[src/rtl/red_pitaya_decimator.sv]
`default_nettype none
// ============================================================================
// Module  : red_pitaya_decimator
// Purpose : Decimates a signed sample stream by 1..65536, emitting either the
//           window average (arithmetic shift) or the last sample per window.
// Rev     : 1.0  initial release
// ============================================================================
module red_pitaya_decimator #(
  parameter int DW = 14
) (
  input  logic          adc_clk_i,
  input  logic          adc_rst_i,
  input  logic [DW-1:0] adc_dat_i,
  input  logic          adc_dv_i,
  input  logic [2:0]    cfg_dec_i,
  input  logic          cfg_avg_i,
  input  logic          ctl_rst_i,
  output logic [DW-1:0] dec_dat_o,
  output logic          dec_dv_o
);

  localparam int AW = DW + 16;

  logic [15:0]          r_cnt;
  logic signed [AW-1:0] r_acc;
  logic [2:0]           r_dec;
  logic                 r_avg;
  logic [DW-1:0]        r_dat;
  logic                 r_dv;

  logic [15:0]          w_last;
  logic [4:0]           w_shift;
  logic signed [AW-1:0] w_sum;
  logic signed [AW-1:0] w_avg;
  logic                 w_cfg_chg;

  // Window length is taken from the registered code; 6 and 7 alias code 0.
  always_comb begin
    w_last  = 16'd0;
    w_shift = 5'd0;
    case (r_dec)
      3'd1:    begin w_last = 16'd7;     w_shift = 5'd3;  end
      3'd2:    begin w_last = 16'd63;    w_shift = 5'd6;  end
      3'd3:    begin w_last = 16'd1023;  w_shift = 5'd10; end
      3'd4:    begin w_last = 16'd8191;  w_shift = 5'd13; end
      3'd5:    begin w_last = 16'd65535; w_shift = 5'd16; end
      default: begin w_last = 16'd0;     w_shift = 5'd0;  end
    endcase
  end

  assign w_sum     = r_acc + {{16{adc_dat_i[DW-1]}}, adc_dat_i};
  assign w_avg     = w_sum >>> w_shift;
  assign w_cfg_chg = (cfg_dec_i != r_dec) || (cfg_avg_i != r_avg);

  always_ff @(posedge adc_clk_i or posedge adc_rst_i) begin
    if (adc_rst_i) begin
      r_cnt <= '0;
      r_acc <= '0;
      r_dec <= '0;
      r_avg <= 1'b0;
      r_dat <= '0;
      r_dv  <= 1'b0;
    end else begin
      r_dv <= 1'b0;
      // Config change beats ctl restart; both discard the current sample.
      if (w_cfg_chg) begin
        r_dec <= cfg_dec_i;
        r_avg <= cfg_avg_i;
        r_cnt <= '0;
        r_acc <= '0;
      end else if (ctl_rst_i) begin
        r_cnt <= '0;
        r_acc <= '0;
      end else if (adc_dv_i) begin
        if (r_cnt == w_last) begin
          r_cnt <= '0;
          r_acc <= '0;
          r_dv  <= 1'b1;
          r_dat <= r_avg ? w_avg[DW-1:0] : adc_dat_i;
        end else begin
          r_cnt <= r_cnt + 16'd1;
          r_acc <= w_sum;
        end
      end
    end
  end

  assign dec_dat_o = r_dat;
  assign dec_dv_o  = r_dv;

endmodule
`default_nettype wire
[config.mk]
export PLATFORM = sky130hd
export DESIGN_NAME = red_pitaya_decimator
export DESIGN_NICKNAME = d
export VERILOG_FILES = /design/src/rtl/red_pitaya_decimator.sv
export SDC_FILE = /design/constraint.sdc
export NUM_CORES = 1
export LEC_CHECK = 0
export CAP_MARGIN = 20
export CORE_MARGIN = 5
export CORE_UTILIZATION = 30
export CTS_CLUSTER_DIAMETER = 100
export DETAILED_ROUTE_END_ITERATION = 10
export MAX_ROUTING_LAYER = met4
export SYNTH_ARGS = -nofsm -noshare
export SYNTH_HDL_FRONTEND = slang
export SYNTH_SLANG_ARGS = --single-unit
[constraint.sdc]
create_clock -name adc_clk_i -period 7.7 [get_ports adc_clk_i]
set_input_delay 1.54 -clock adc_clk_i [delete_from_list [all_inputs] [get_ports adc_clk_i]]
set_output_delay 1.54 -clock adc_clk_i [all_outputs]
set_load 0.01 [all_outputs]
Yosys cells after proc, flatten, opt, wreduce, memory -nomap -nowiden
Cells that the tools add are included.
{"block": "classes", "addsub": 2, "n_mul": 0, "n_div": 0, "magnitude_cmp": 0, "eq_ne": 8, "n_shift": 1, "muxes": 15, "bitwise_logic": 2, "reduce_logical": 3}
{"operator": "$mux W30", "count": 4}
{"operator": "$pmux W16 S5", "count": 1}
{"operator": "$mux W16", "count": 4}
{"operator": "$add A30 B30 Y30", "count": 1}
{"operator": "$sshr A30 B5 Y14", "count": 1}
{"operator": "$pmux W5 S5", "count": 1}
{"operator": "$add A16 B1 Y16 const B", "count": 1}
{"operator": "$eq A16 B16 Y1", "count": 1}
{"operator": "$mux W14", "count": 1}
{"operator": "$eq A3 B2 Y1 const B", "count": 2}
{"operator": "$eq A3 B3 Y1 const B", "count": 2}
{"operator": "$mux W1", "count": 4}
{"operator": "$reduce_and A4 Y1", "count": 1}
{"operator": "$eq A3 B1 Y1 const B", "count": 1}
{"operator": "$ne A3 B3 Y1", "count": 1}
{"operator": "$reduce_bool A3 Y1", "count": 1}
{"operator": "$not A1 Y1", "count": 2}
{"operator": "$logic_or A1 B1 Y1", "count": 1}
{"operator": "$ne A1 B1 Y1", "count": 1}
{"block": "totals", "register_bits": 65, "latchBits": 0, "ram_bits": 0, "rom_bits": 0, "input_bits": 22, "out_inout_bits": 15, "wordCells": 37, "n_memories": 0}

Logic depth before layout (Yosys ltp)
{"block": "depth", "ltp_word": 7, "mapped_depth": 12, "mapped_depth_nobuf": 11}

Worst setup path before layout
No wires, ideal clock.
{"block": "synth_timing", "path_type": "input port to flip-flop", "start": "input port adc_dat_i[0]", "end": "register r_dat[13] (netlist: dec_dat_o[13])", "setup_time_ns": 0.126, "arrival_time_ns": 3.990, "t_required_ns": 7.574, "setup_slack_ns": 3.584, "cell_stages": 11, "n_path_buf": 0, "path_cell_list": "ha_1 fa_1 a211oi_1 nor3_1 nor3_1 o21a_1 o21ai_0 xnor2_1 a311oi_1 a221oi_2 a21oi_1"}
{"block": "synth_between", "elab_chain_cells": 3}
{"element": "start: declaration", "line_no": "13", "text": "input logic [DW-1:0] adc_dat_i,"}
{"element": "$add A30 B30 Y30", "line_no": "51", "text": "assign w_sum = r_acc + {{16{adc_dat_i[DW-1]}}, adc_dat_i};"}
{"element": "$sshr A30 B5 Y14", "line_no": "52", "text": "assign w_avg = w_sum >>> w_shift;"}
{"element": "$mux W14", "line_no": "79", "text": "r_dat <= r_avg ? w_avg[DW-1:0] : adc_dat_i;"}
{"element": "end signal: assignment", "line_no": "79"}
{"element": "end: declaration", "line_no": "28", "text": "logic [DW-1:0] r_dat;"}
No other way between the ends.
A chain may end at the register's enable or synchronous reset.

Worst setup path in the final report
{"block": "layout_timing", "start": "input port adc_dat_i[13]", "end": "register r_dat[12] (netlist: dec_dat_o[12])"}
The elaborated chain is that of the path after synthesis.

==> results_dict.tcl <==
set metrics [dict create \
    yosys_warnings 0 \
    cts_buffer_depth 2 \
    syn_inst 683 \
    clk_latency_ns 0.35 \
    ios 37 \
    max_stage_delay_ns 0.97 \
    route.detailed.drc 0 \
    row_count 49 \
    whs_path_depth 2 \
    drt_iter0_drc 868 \
    required_ns 7.92 \
    coreArea_sq_um 17900 \
    power_density_nw_per_um2 160 \
    vias_per_cell 5.74 \
    cts_sinks 65 \
    grt_overflow_total 0 \
    post_cts_buffers 0 \
    hold_class "flip-flop to flip-flop" \
    worstHoldStart "r_acc[9]" \
    die_area_sq_um 21000 \
    wl_mm 17.2 \
    io_buffers 36 \
    path_cells "clkdlybuf4s50_1, ha_1, a21oi_1, o21ai_0, a211oi_1, o31a_1, o21bai_1, xor2_1, a2111oi_2, a21oi_1" \
    grt_setup_unrepaired "false" \
    p_leak_nw 2.59 \
    ys_seq_area_share_pct 29.9 \
    globalplace.congestion 0.930 \
    drive_gt1_share_pct 5.78 \
    async_flop_share_pct 100 \
    vias 5288 \
    slew_headroom_pct 28.6 \
    end_kind "flip-flop" \
    grt_pass1_wl_mm 27.8 \
    fp.dieH_um 145 \
    grt_pass1_vias 5106 \
    area_growth_syn_to_layout_pct 14.7 \
    finalPower_mw 1.00 \
    grt_max_degree 66 \
    r2r_start "r_acc[0]" \
    cts_tree "done" \
    antenna_found_initial 0 \
    fmax_mhz 195 \
    cts_resized 0 \
    fin_crit_ns 5.13 \
    fin_tns_setup_ns 0 \
    finalCritPeriodShare_pct 66.6 \
    worstMarginPinSlew_ns 1.07 \
    htreeDepth 3 \
    syn-num-nets 736 \
    synth-edff-count 0 \
    crit_slowest_cell "clkdlybuf4s50_1" \
    avgSynthCellArea_sq_um 7.98 \
    peakVddDrop_uv 129 \
    cp_max_fo 23 \
    drtAntennaViolNets 0 \
    num_antenna_cells 0 \
    drv_cap 0 \
    fin_skew_ns 0.0110 \
    hold_viol_final 0 \
    rrSetupSlack_ns 4.01 \
    wl_per_cell_um 18.7 \
    cp-start-kind "primary input" \
    ys_ff_latch 65 \
    r2r_cells 11 \
    setup_viol 0 \
    critical_path_class "primary input to flip-flop" \
    hpwlAfterDp_mm 12.4 \
    clkTransAtPathRegs_ns 0.06 \
    run_status "completed" \
    whs_ns 0.486 \
    fin_nets 741 \
    dieWidth_um 145 \
    fin_ws_ns 2.57 \
    r2r-end "dec_dat_o[13]" \
    gr-usage-all-layers_pct 17.3 \
    cp_top_family "compound AO/OA/AOI/OAI gates" \
    post-place-ws_ns 2.28 \
    crit_top_cell "a21oi_1" \
    holdBufCountCts 0 \
    cts_root_buffer "clkbuf_16" \
    worst-path-buf-inv 1 \
    critPathArrivalTime_ns 5.35 \
    first_pass_iters 6 \
    ys.flop_type "dfrtp_1" \
    hold_end "r_acc[9]" \
    syn_area_sq_um 5450 \
    start_util_pct 30.4 \
    ys_types 66 \
    slew_viol_final 0 \
    cts_buffers 9 \
]
[cell usage after synthesis (4+ instances only)]
cell,n,share of area [%]
nand2_1,78,5.4
dfrtp_1,65,30
o21ai_0,61,5.6
nor2_1,60,4.1
a21oi_1,48,4.4
clkbuf_1,35,2.4
ha_1,30,6.9
nand3_1,25,2.3
xor2_1,21,3.4
nand4_1,20,2.3
xnor2_1,20,3.2
a22o_1,18,2.9
nor3_1,16,1.5
inv_1,14,0.96
a211oi_1,13,1.8
a21o_1,11,1.5
a31oi_1,11,1.3
o21ai_1,9,0.83
o21a_1,8,1.1
nand2b_1,7,0.80
o31ai_1,6,0.83
and3_1,5,0.57
buf_2,5,0.46
buf_6,5,1.0
mux2i_1,5,0.92
nor2b_1,5,0.57
o221ai_1,5,0.80
o22ai_1,5,0.57
or2_2,5,0.57
a211o_1,4,0.64
and2_1,4,0.46
[metrics by stage]
stage                     std cells  area, sq um  utilization (%)
after global routing            921         6250             34.9
after global placement          906         5930             33.1
after detailed placement        906         5930             33.1
after CTS                       921         6250             34.9
final                           921         6250             34.9
after floorplan                 683         5450                -
[layout make-up]
type | instances | area [sq um]
tap | 229 | 287
clock inverter | 5 | 80.1
sequential | 65 | 1630
multi-input combinational | 556 | 3560
timing repair buffer | 42 | 405
fill | 1886 | 11700
inverter | 14 | 52.6
clock buffer | 10 | 239
[where the power goes]
group          internal (mW)  leakage [nW]  switching [mW]  total, mW
combinational         0.0695          1.55           0.108      0.178
clock                  0.290         0.151           0.163      0.453
sequential             0.354         0.885          0.0168      0.371
[worst max-delay path by stage]
stage,from,end,slack [ns],cells past startpoint
CTS,adc_dat_i[13],dec_dat_o[12],2.63,11
floorplan,adc_dat_i[0],dec_dat_o[13],3.58,11
finish,adc_dat_i[13],dec_dat_o[12],2.57,10
global route,adc_dat_i[13],dec_dat_o[12],2.41,11
global placement,adc_dat_i[13],dec_dat_o[12],2.31,11
detailed placement,adc_dat_i[13],dec_dat_o[12],2.28,11
[metal layers]
layer  up-vias  global-route usage (%)  wire length (um)
met5         -                       -                 0
met4         0                    4.22               274
met2       206                    25.6              7580
met1      2515                    24.0              8200
met3        22                    4.17              1160
li1       2545                       -                 -
[worst min-delay path: cells and delay by family (launching register included)]
kind	cells	cell delay (ns)
and+or+nand+nor	1	0.05
DFF	1	0.34
AOI/OAI and AO/OA	1	0.06
[state kept, by name, indices dropped and copies added (netlist names)]
signal and flops:
r_acc 30, r_cnt 16, dec_dat_o 14, r_dec 3, dec_dv_o 1, r_avg 1
[cells in the final DEF, fill, tap and decap left out, types with 4 or more instances in the layout]
cell type | netlist | routed
nand2_1 | 78 | 78
dfrtp_1 | 65 | 65
o21ai_0 | 61 | 61
nor2_1 | 60 | 59
a21oi_1 | 48 | 48
clkdlybuf4s50_1 | 0 | 36
ha_1 | 30 | 30
nand3_1 | 25 | 25
xor2_1 | 21 | 21
nand4_1 | 20 | 20
xnor2_1 | 20 | 20
a22o_1 | 18 | 18
nor3_1 | 16 | 15
a211oi_1 | 13 | 13
inv_1 | 14 | 13
a31oi_1 | 11 | 11
a21o_1 | 11 | 11
clkbuf_16 | 0 | 9
o21a_1 | 8 | 8
o21ai_1 | 9 | 8
nand2b_1 | 7 | 7
o31ai_1 | 6 | 6
buf_4 | 0 | 6
o22ai_1 | 5 | 5
and3_1 | 5 | 5
or2_2 | 5 | 5
o221ai_1 | 5 | 5
nor2b_1 | 5 | 5
mux2i_1 | 5 | 5
and2_1 | 4 | 4
a211o_1 | 4 | 4
[cells by family after synthesis]
kind of cell | synth area share [%]
AO/OA/AOI/OAI | 28.7
flip-flops | 29.9
XOR/XNOR | 6.59
AND/OR/NAND/NOR | 21.6
multiplexers | 0.919
adder cells (fa/ha/maj) | 7.26
buffers and inverters | 5.08
(Power assumes the default switching activity.)
